`config.mk`:
```
export PLATFORM = sky130hd
export DESIGN_NAME = vga_paddle_ctrl
export DESIGN_NICKNAME = d
export VERILOG_FILES = /design/src/rtl/vga_paddle_ctrl.sv
export SDC_FILE = /design/constraint.sdc
export NUM_CORES = 1
export LEC_CHECK = 0
export ABC_AREA = 0
export CAP_MARGIN = 30
export CORE_ASPECT_RATIO = 1.1
export CORE_UTILIZATION = 39
export DETAILED_ROUTE_END_ITERATION = 12
export PLACE_DENSITY = 0.54
export SKIP_LAST_GASP = 1
export SYNTH_ARGS = -nofsm -noshare
export SYNTH_HDL_FRONTEND = slang
export SYNTH_SLANG_ARGS = --single-unit
```
`constraint.sdc`:
```
create_clock -name clock -period 4.8 [get_ports clock]
set_input_delay 0.96 -clock clock [delete_from_list [all_inputs] [get_ports clock]]
set_output_delay 0.96 -clock clock [all_outputs]
set_load 0.05 [all_outputs]
```
`src/rtl/vga_paddle_ctrl.sv`:
```
// Breakout paddle controller: debounced buttons, accelerating per-frame motion
// with wall clamping, and a registered per-pixel paddle hit for the colour stage.
module vga_paddle_ctrl #(
  parameter int unsigned H_ACTIVE        = 640,
  parameter int unsigned V_ACTIVE        = 480,
  parameter int unsigned PADDLE_W        = 64,
  parameter int unsigned PADDLE_H        = 8,
  parameter int unsigned PADDLE_Y        = 456,
  parameter int unsigned MAX_SPEED       = 8,
  parameter int unsigned ACCEL_FRAMES    = 4,
  parameter int unsigned DEBOUNCE_CYCLES = 250000
) (
  input  logic       clock,
  input  logic       reset,
  input  logic [9:0] pixelX,
  input  logic [9:0] pixelY,
  input  logic       btnL,
  input  logic       btnR,
  output logic       barWire,
  output logic [9:0] paddleX,
  output logic [3:0] speed,
  output logic       atWall
);

  localparam int unsigned CW = (DEBOUNCE_CYCLES > 1) ? $clog2(DEBOUNCE_CYCLES) : 1;
  localparam int unsigned AW = (ACCEL_FRAMES > 1) ? $clog2(ACCEL_FRAMES) : 1;
  localparam logic signed [10:0] X_MAX   = 11'(H_ACTIVE - PADDLE_W);
  localparam logic [9:0]         X_RESET = 10'((H_ACTIVE - PADDLE_W) / 2);

  typedef enum logic [1:0] {IDLE, ACCEL, CRUISE} state_t;
  typedef enum logic [1:0] {DIR_NONE, DIR_L, DIR_R} dir_t;

  logic [1:0]    sync1, sync2, deb;
  logic [CW-1:0] cnt [2];
  logic          hit_q, strobe_q;
  state_t        state, state_n;
  dir_t          dir_c, dir_q;
  logic [AW-1:0] fc, fc_n;
  logic [3:0]    spd_n;
  logic [9:0]    pos_n;
  logic          clamp_c;
  logic signed [10:0] base_c, step_c, sum_c;

  // Bit 0 is the left button, bit 1 the right button.
  always_ff @(posedge clock or negedge reset) begin
    if (!reset) begin
      sync1  <= '0;
      sync2  <= '0;
      deb    <= '0;
      cnt[0] <= '0;
      cnt[1] <= '0;
    end else begin
      sync1 <= {btnR, btnL};
      sync2 <= sync1;
      for (int i = 0; i < 2; i++) begin
        if (sync2[i] == deb[i]) begin
          cnt[i] <= '0;
        end else if (cnt[i] == CW'(DEBOUNCE_CYCLES - 1)) begin
          deb[i] <= sync2[i];
          cnt[i] <= '0;
        end else begin
          cnt[i] <= cnt[i] + CW'(1);
        end
      end
    end
  end

  always_comb begin
    dir_c = DIR_NONE;
    case (deb)
      2'b01:   dir_c = DIR_L;
      2'b10:   dir_c = DIR_R;
      default: dir_c = DIR_NONE;
    endcase
  end

  // One strobe per frame on the rising edge of the pixelY == V_ACTIVE condition.
  always_ff @(posedge clock or negedge reset) begin
    if (!reset) begin
      hit_q    <= 1'b0;
      strobe_q <= 1'b0;
    end else begin
      hit_q    <= (pixelY == 10'(V_ACTIVE));
      strobe_q <= (pixelY == 10'(V_ACTIVE)) && !hit_q;
    end
  end

  // Speed profile and clamped position for the coming strobe.
  always_comb begin
    state_n = state;
    spd_n   = speed;
    fc_n    = fc;
    if (dir_c == DIR_NONE) begin
      state_n = IDLE;
      spd_n   = 4'd0;
      fc_n    = '0;
    end else if (state == IDLE || dir_c != dir_q) begin
      state_n = (MAX_SPEED == 1) ? CRUISE : ACCEL;
      spd_n   = 4'd1;
      fc_n    = '0;
    end else if (state == ACCEL) begin
      if (fc == AW'(ACCEL_FRAMES - 1)) begin
        spd_n = speed + 4'd1;
        fc_n  = '0;
        if (spd_n == 4'(MAX_SPEED)) state_n = CRUISE;
      end else begin
        fc_n = fc + AW'(1);
      end
    end else begin
      spd_n = 4'(MAX_SPEED);
    end

    base_c  = $signed({1'b0, paddleX});
    step_c  = $signed({7'b0, spd_n});
    sum_c   = (dir_c == DIR_L) ? (base_c - step_c) : (base_c + step_c);
    clamp_c = (dir_c != DIR_NONE) && ((sum_c < 11'sd0) || (sum_c > X_MAX));
    if (dir_c == DIR_NONE)  pos_n = paddleX;
    else if (sum_c < 11'sd0) pos_n = 10'd0;
    else if (sum_c > X_MAX)  pos_n = X_MAX[9:0];
    else                     pos_n = sum_c[9:0];

    // A clamp while moving parks the paddle; a clamp on the restart keeps speed 1.
    if (clamp_c && state != IDLE) begin
      state_n = IDLE;
      spd_n   = 4'd0;
      fc_n    = '0;
    end
  end

  always_ff @(posedge clock or negedge reset) begin
    if (!reset) begin
      state   <= IDLE;
      dir_q   <= DIR_NONE;
      fc      <= '0;
      speed   <= 4'd0;
      paddleX <= X_RESET;
      atWall  <= 1'b0;
    end else begin
      atWall <= 1'b0;
      if (strobe_q) begin
        state   <= state_n;
        dir_q   <= dir_c;
        fc      <= fc_n;
        speed   <= spd_n;
        paddleX <= pos_n;
        atWall  <= clamp_c;
      end
    end
  end

  always_ff @(posedge clock or negedge reset) begin
    if (!reset) begin
      barWire <= 1'b0;
    end else begin
      barWire <= ({1'b0, pixelX} >= {1'b0, paddleX}) &&
                 ({1'b0, pixelX} <  ({1'b0, paddleX} + 11'(PADDLE_W))) &&
                 ({1'b0, pixelY} >= 11'(PADDLE_Y)) &&
                 ({1'b0, pixelY} <  11'(PADDLE_Y + PADDLE_H));
    end
  end

endmodule

```
# Yosys cells after proc, flatten, opt, wreduce, memory -nomap -nowiden
# Cells that the tools add are included.
[word_totals]
ff_bits = 66
latch_bits = 0
mem_bits_rw = 0
rom_bits = 0
inputBits = 24
output_inout_bits = 16
memories = 0
[op_classes]
addsub = 7
n_mul = 0
div = 0
n_lt_le_gt_ge = 6
eq_ne = 12
shift = 0
muxes = 25
bitwise_logic = 3
reduce_logical = 21
[op_table]
columns = ["op", "n"]
rows = [
  ["2-to-1 mux 18 bit", 4],
  ["adder 18 x 1 -> 18 bit, second input constant", 2],
  ["== test 18 bit, second input constant", 2],
  ["2-to-1 mux 2 bit", 11],
  ["2-to-1 mux 10 bit", 2],
  ["2-to-1 mux 4 bit", 5],
  ["nonzero test 4 bit", 3],
  ["adder 10 x 4 -> 11 bit", 1],
  ["adder 10 x 7 -> 11 bit, second input constant", 1],
  ["> comparator 11 bit, second input constant", 1],
  ["< comparator 10 x 11 -> 1 bit", 1],
  ["< comparator 11 x 1 -> 1 bit, second input constant", 1],
  ["2-to-1 mux 11 bit", 1],
  ["subtractor 10 x 4 -> 11 bit", 1],
  ["== test 10 x 9 -> 1 bit, second input constant", 1],
  [">= comparator 10 bit", 1],
  [">= comparator 10 x 9 -> 1 bit, second input constant", 1],
  ["< comparator 10 x 9 -> 1 bit, second input constant", 1],
  ["AND reduction 2 bit", 4],
  ["== test 2 x 1 -> 1 bit, second input constant", 3],
  ["logical AND 1 bit", 6],
  ["adder 4 x 1 -> 4 bit, second input constant", 1],
  ["== test 2 bit, second input constant", 2],
  ["== test 4 bit, second input constant", 1],
  ["11 further kinds", 17],
]

# Logic depth before layout (Yosys ltp)
# Gate-level depths: netlist of the first run.
[depth]
ltp_word = 14
depth_mapped = 21
depth_no_buf = 19

# Worst setup path after synthesis of the first run
# Ideal clock, no wire load.
[synth_path]
path_kind = "reg-to-reg"
startpoint = "register deb[1]"
endpoint = "register fc[0]"
arrival_time_ps = 3921
required_ps = 4734
setup_slack_ps = 813
path_stages_with_launch = 19
path_buffers = 1
path_cell_list = "dfrtp_1 inv_1 ha_1 buf_4 xnor2_1 nand2_1 nor4_1 inv_1 ha_1 mux2_2 fa_1 nor2b_1 o21ai_2 a31oi_2 a31oi_1 xnor2_1 a21bo_4 nor3_1 a22o_1"
[synth_between]
elab_chain_len = 14
elab_cells_between_ends = 23
classes_between = "add/sub: 2; order compare: 2; eq/ne: 4; mux: 7; reduce/logical: 8"
[synth_lines]
columns = ["element", "line", "text"]
rows = [
  ["start, declared", "33", "logic [1:0] sync1, sync2, deb;"],
  ["start signal, assigned by index", "59", "deb[i] <= sync2[i];"],
  ["== test 2 bit or == test 2 x 1 -> 1 bit (tied branches)", "70", "case (deb)"],
  ["one-hot mux 2 bit (2 select lines) (*)", "70", ""],
  ["named net dir_c[0]", "37", "dir_t dir_c, dir_q;"],
  ["!= test 2 bit", "97", "end else if (state == IDLE || dir_c != dir_q) begin"],
  ["logical OR 1 bit", "97", ""],
  ["2-to-1 mux 4 bit", "97", ""],
  ["2-to-1 mux 4 bit", "93", "if (dir_c == DIR_NONE) begin"],
  ["adder 10 x 4 -> 11 bit or subtractor 10 x 4 -> 11 bit (tied branches)", "115", "sum_c = (dir_c == DIR_L) ? (base_c - step_c) : (base_c + step_c);"],
  ["2-to-1 mux 11 bit", "115", ""],
  ["< comparator 11 x 1 -> 1 bit or > comparator 11 bit (tied branches)", "116", "clamp_c = (dir_c != DIR_NONE) && ((sum_c < 11'sd0) || (sum_c > X_MAX));"],
  ["logical OR 1 bit", "116", ""],
  ["logical AND 1 bit", "116", ""],
  ["logical AND 1 bit", "123", "if (clamp_c && state != IDLE) begin"],
  ["nonzero test 4 bit (no line)", "--", ""],
  ["AND reduction 2 bit (no line)", "--", ""],
  ["end signal, assigned", "143", "fc <= fc_n;"],
  ["end, declared", "38", "logic [AW-1:0] fc, fc_n;"],
]
# The timed path passes the listed nets; every way through them passes the cells marked *.
# A chain may end at the register's enable or synchronous reset.

# Final worst setup path of the first run
[layout_path]
startpoint = "register deb[1]"
endpoint = "register speed[0]"
[layout_between]
elab_chain_len = 13
elab_cells_between_ends = 19
classes_between = "add/sub: 2; order compare: 2; eq/ne: 4; mux: 5; reduce/logical: 6"
[layout_lines]
columns = ["element", "line", "text"]
rows = [
  ["== test 2 bit or == test 2 x 1 -> 1 bit (tied branches)", "70", ""],
  ["one-hot mux 2 bit (2 select lines) (*)", "70", ""],
  ["named net dir_c[0]", "37", ""],
  ["!= test 2 bit", "97", ""],
  ["logical OR 1 bit", "97", ""],
  ["2-to-1 mux 4 bit", "97", ""],
  ["2-to-1 mux 4 bit", "93", ""],
  ["adder 10 x 4 -> 11 bit or subtractor 10 x 4 -> 11 bit (tied branches)", "115", ""],
  ["2-to-1 mux 11 bit", "115", ""],
  ["< comparator 11 x 1 -> 1 bit or > comparator 11 bit (tied branches)", "116", ""],
  ["logical OR 1 bit", "116", ""],
  ["logical AND 1 bit", "116", ""],
  ["logical AND 1 bit", "123", ""],
  ["2-to-1 mux 4 bit (*)", "123", ""],
  ["end signal, assigned", "144", "speed <= spd_n;"],
  ["end, declared", "21", "output logic [3:0] speed,"],
]
# Marks and branches as above.

==> impl_metrics.ini, run 1 <==
[outcome]
outcome = completed

[die]
start_util_pct = 40.2
rows = 39
die_height_um = 111
io_pins = 40
die_x_um = 101
die-area_um2 = 11100
core_area_um2 = 10400

[sta]
setup_tns_ns = 0
fin_ws_ns = 0.431
hold_viol = 0
fin_skew_ns = 0.00598
min_period_over_period_pct = 91.0
max_freq_ghz = 0.229
tightestPinTransition_ns = 0.909
max-slew-margin-rel_pct = 39.4
finalMaxSlewViolations = 0
post-route-min-period_ns = 4.37
setup_violations = 0
rsz0062_at_grt = no

[critical_path]
critical_path_buf_inv_count = 3
cp.arrival_ns = 4.57
crit_family = simple AND/OR/NAND/NOR gates
endpoint_kind = flip-flop
critPathMaxStageDelay_ns = 0.49
worst_path_max_delay_cell = or3b_2
crit_required_ns = 5.00
crit_fanout = 14
start_kind = flip-flop
path_cells = inv_1 -> ha_1 -> xnor2_1 -> nand2_1 -> nor4_1 -> inv_1 -> ha_1 -> o22ai_1 -> inv_1 -> ha_1 -> or3b_2 -> o211ai_1 -> a311oi_2 -> nor4b_4 -> o211ai_2 -> a21bo_4 -> nor3b_2 -> nor2_1
path_class = flip-flop to flip-flop

[yosys]
synth_commonest_cells = dfrtp_1, nor2_1, nand2_1, ha_1, inv_1
yosysWarningCount = 0
ys.flop_type = dfrtp_1
syn-num-nets = 502
netlist_instances = 443
synth_top_cells_by_area = dfrtp_1, ha_1, nor2_1
synth-seq-cells = 66
synth_area_um2 = 4170
ys_types = 60
yosysTopAreaCellShare_pct = 38.4
synth_most_common_cell = dfrtp_1
synth.avg_cell_area_um2 = 9.42
synth_edf_count = 0
yosysSeqAreaShare_pct = 39.6
yosys.area.top_type = dfrtp_1
synth-async-reset-ratio_pct = 100

[worst_hold_path]
hp-class = flip-flop to flip-flop

[clock_network]
clock_latency_ns = 0.32
cts-hold-fix-buffers = 0
clockBufferDepth = 2
cts_resized = 0
cts.clk_slew.worst_paths_ns = 0.06
cts_sinks = 66
cts_root_buffer = clkbuf_16
cts_tree = built
cts_inserted_buffers = 9
post_cts_buffers = 0
h-tree-depth = 3

[place]
pre_cts_ws_ns = 0.408
routabilityCongestion = 0.775
dp_cells = 615
dp_hpwl_um = 6720
port_buffers = 39

[cells_and_area]
n_fill_cell = 1018
multiInputGateArea_um2 = 2370
syn_to_final_growth_pct = 19.5
nets = 542
seqCellArea_um2 = 1650
num_antenna_cells = 0
layout-drive-gt1-share_pct = 7.38
final_cells = 631

[detailed_routing]
ant_nets = 0
drc_errors = 0
drt_iter0_markers = 89
vias = 3180
wirelength_um = 8910
first_pass_iters = 4
vias_per_cell = 5.04
routedWlPerCell_um = 14.1

[power_and_ir_drop]
irDropWorstVdd_mv = 0.235
p_total_mw = 1.25
power_density_nw_per_um2 = 251
static-leakage-power_nw = 2.16

[run]
drv_cap = 0

[global_route]
first_global_vias = 3160
grt_max_degree = 41
track_usage_pct = 17.5
antenna_found_initial = 0
overflow = 0
grt_pass1_wl_um = 15300
## per-layer routing
layer,track usage [%],wire length [um],vias up
li1,-,-,1619
met1,23.5,4250,1518
met2,28.4,4340,32
met3,2.78,193,11
met4,6.47,128,0
met5,0,0,-
## layout make-up
class / count / share of cell area, %
sequential: 66 / 33.2
multi-input combinational: 340 / 47.5
tap: 143 / 3.59
timing repair buffer: 41 / 8.03
inverter: 25 / 1.88
clock inverter: 4 / 0.502
clock buffer: 12 / 5.34
## where the power goes
part / switching (mW) / internal [mW] / total [mW]
clock: 0.238 / 0.390 / 0.628
combinational: 0.0305 / 0.0287 / 0.0592
sequential: 0.00386 / 0.563 / 0.567
## path summary, 6_finish.rpt
check	start	to	slack (ns)	cells after the start
min in group asynchronous	reset	cnt[15]$_DFF_PN0_	0.77	1
setup / recovery	deb[1]$_DFFE_PN0P_	speed[0]$_DFFE_PN0P_	0.43	18
setup reg to reg	deb[1]$_DFFE_PN0P_	speed[0]$_DFFE_PN0P_	0.43	18
hold reg to reg	sync1[1]$_DFF_PN0_	sync2[1]$_DFF_PN0_	0.35	0
hold / removal	sync1[1]$_DFF_PN0_	sync2[1]$_DFF_PN0_	0.35	0
max in group asynchronous	reset	paddleX[5]$_DFFE_PN1P_	3.10	2
## cells by family (layout without fill, tap and decap cells)
logic type               count (synthesis)  in the layout  share of synthesized area (%)
multiplexers                            11             11                           2.73
AO/OA/AOI/OAI                           74             74                           12.8
flip-flops                              66             66                           39.6
buffers and inverters                   37             82                           3.63
AND/OR/NAND/NOR                        175            175                           21.1
XOR/XNOR                                45             45                           9.44
adder cells (fa/ha/maj)                 35             35                           10.7
## worst register-to-register path: cells and delay by family (launching register included)
kind	cells	cell delay, ns
xor gates and xnor gates	1	0.18
adders and majority gates	3	0.96
AOI/OAI and AO/OA	5	0.91
DFF	1	0.40
buffers and inverters	3	0.30
and+or+nand+nor	6	1.50
## stage by stage
step	instance area, um^2	hold slack (ns)	utilization (%)
detailed placement	4700	0.342	45.2
CTS	4990	0.354	48.0
global route	4990	0.359	48.0
global placement	4700	0.337	45.2
floorplan	4170	0.331	-
finish	4990	0.352	48.0
## flip-flops by register name, summed over array words and instances (netlist names), 2 cells and up
name	flops
dir_q	2
sync1	2
paddleX	10
speed	4
cnt	36
fc	2
state	2
sync2	2
deb	2
## cells in the final DEF (no fill, tap or decap), types with 3 or more instances in the layout
cell type	n
o21ai_0	13
inv_1	25
clkbuf_16	9
o211ai_1	3
nor4b_1	3
nand3b_1	3
a21o_1	5
nand2_1	35
xnor2_1	22
nor2b_1	7
o21a_1	6
clkbuf_8	3
dfrtp_1	64
clkdlybuf4s50_1	38
mux2i_1	8
nand4_1	6
o31ai_1	6
nor3_1	7
o22ai_1	5
or3_1	4
nor2_1	58
ha_1	34
and3_1	10
xor2_1	23
a21oi_1	14
nor4_1	4
a211oi_1	3
nand3_1	17
nand2b_1	9
mux2_2	3
Note: power is estimated with default switching activity, not from simulation.
==> run 2: changes to the inputs <==
CELL_PAD_IN_SITES_DETAIL_PLACEMENT = 0   (was unset)
CELL_PAD_IN_SITES_GLOBAL_PLACEMENT = 1   (was unset)
CORE_ASPECT_RATIO = 1.5   (was 1.1)
CORE_UTILIZATION = 45   (was 39)
PLACE_DENSITY = 0.77   (was 0.54)
==> impl_metrics.ini, run 2 (synthesized netlist as in run 1, its figures left out) <==
[sta]
whs_ns = 0.346
min_period_over_period_pct = 91.9
fin_ws_ns = 0.390
setup_tns_ns = 0
setup_violations = 0
max_freq_ghz = 0.227
max-slew-margin-rel_pct = 50.7
post-route-min-period_ns = 4.41
hold_viol = 0
tightestPinTransition_ns = 0.737
fin_skew_ns = 0.00387
finalMaxSlewViolations = 0
rsz0062_at_grt = no

[cells_and_area]
layout-drive-gt1-share_pct = 6.97
syn_to_final_growth_pct = 18.9
fin_util_pct = 55.6
fin_area_um2 = 4960
largest_registers = cnt (36), paddleX (10), speed (4)
regMostFlops = cnt
final_cells = 598
num_antenna_cells = 0
final_common_cell = dfrtp_1
largest_reg_flops = 36
final_cell_mix = dfrtp_1, nor2_1, clkdlybuf4s50_1
nets = 542

[critical_path]
r2r_end = fc[1]$_DFFE_PN0P_
reg2reg_depth = 17
endpoint_kind = flip-flop
cp.arrival_ns = 4.68
crit_fanout = 14
reg2reg_slack_ns = 0.39
start_kind = flip-flop
r2r-start = deb[1]$_DFFE_PN0P_
crit_required_ns = 5.07
path_class = flip-flop to flip-flop

[global_route]
track_usage_pct = 21.3
grt_pass1_wl_um = 15500
overflow = 0
antenna_found_initial = 0
grt_max_degree = 43
first_global_vias = 3348

[detailed_routing]
first_pass_iters = 6
drt_iter0_markers = 74
ant_nets = 0
drc_errors = 0
vias = 3242
wirelength_um = 9140
vias_per_cell = 5.42
routedWlPerCell_um = 15.3

[die]
die_x_um = 80.6
rows = 42
die_height_um = 120
io_pins = 40
start_util_pct = 46.7
die-area_um2 = 9670
core_area_um2 = 8930

[outcome]
outcome = completed

[place]
pre_cts_ws_ns = 0.442
placed_cell_area_um2 = 4650
routabilityCongestion = 0.829
port_buffers = 39
dp_cells = 582
dp_hpwl_um = 6860

[power_and_ir_drop]
p_total_mw = 1.30
irDropWorstVdd_mv = 0.220
static-leakage-power_nw = 2.17
power_density_nw_per_um2 = 262

[worst_hold_path]
whs_endpoint = sync2[1]$_DFF_PN0_
hp-class = flip-flop to flip-flop
holdPathStages = 0
worstHoldStart = sync1[1]$_DFF_PN0_

[clock_network]
clock_latency_ns = 0.33
cts-hold-fix-buffers = 0
cts.clk_slew.worst_paths_ns = 0.05
clockBufferDepth = 2
cts_root_buffer = clkbuf_16
cts_inserted_buffers = 9
post_cts_buffers = 0
h-tree-depth = 3
cts_tree = built
cts_resized = 0
cts_sinks = 66

[run]
drv_cap = 0
[run 2: cell count changes in the layout (fill, tap and decap cells not counted), sizes merged]
cell / delta
clkbuf: +2
bufinv: +1
clkinvlp: -2
clkinv: -1
[run 2: where the power goes]
group / internal (mW) / leakage, nW / switching (mW)
Sequential: 0.563 / 0.901 / 0.00396
Combinational: 0.0285 / 1.12 / 0.0302
Clock: 0.444 / 0.153 / 0.231
[run 2: routing by layer]
metal	routed length (um)	up-vias	share of wire, %	global-route usage (%)
met1	3640	1572	40	22.5
li1	-	1621	-	-
met3	168	19	1.8	3.73
met2	5060	30	55	39.2
met4	273	0	3.0	10.6
met5	0	-	0	0
[run 2: cell type report]
class	instances	area, um^2
well taps	110	138
flip-flops and latches	66	1650
clock buffers	14	274
fillers	860	3970
repair buffers	41	400
inverters	25	93.8
clock inverters	2	35.0
multi-input cells	340	2370
[run 2: critical path, cell delays in order, from the launching register on]
cell,delay (ns)
dfrtp_1,0.40
inv_1,0.09
ha_1,0.35
xnor2_1,0.18
nand2_1,0.11
nor4_1,0.34
inv_1,0.09
ha_1,0.29
mux2_2,0.29
fa_1,0.44
nor2b_1,0.23
o21ai_2,0.11
a31oi_2,0.23
a31oi_1,0.13
xnor2_1,0.28
a21bo_4,0.34
nor3_1,0.25
a22o_1,0.17
[run 2: how the worst max path moves through the flow]
stage / start / cells past startpoint / slack, ns / to
3_3_place_gp: deb[1]$_DFFE_PN0P_ / 17 / 0.56 / fc[1]$_DFFE_PN0P_
3_5_place_dp: deb[1]$_DFFE_PN0P_ / 17 / 0.44 / fc[1]$_DFFE_PN0P_
4_1_cts: deb[1]$_DFFE_PN0P_ / 17 / 0.42 / fc[1]$_DFFE_PN0P_
5_1_grt: deb[1]$_DFFE_PN0P_ / 17 / 0.08 / fc[1]$_DFFE_PN0P_
2_1_floorplan: deb[1]$_DFFE_PN0P_ / 18 / 0.81 / fc[0]$_DFFE_PN0P_
6_report: deb[1]$_DFFE_PN0P_ / 17 / 0.39 / fc[1]$_DFFE_PN0P_
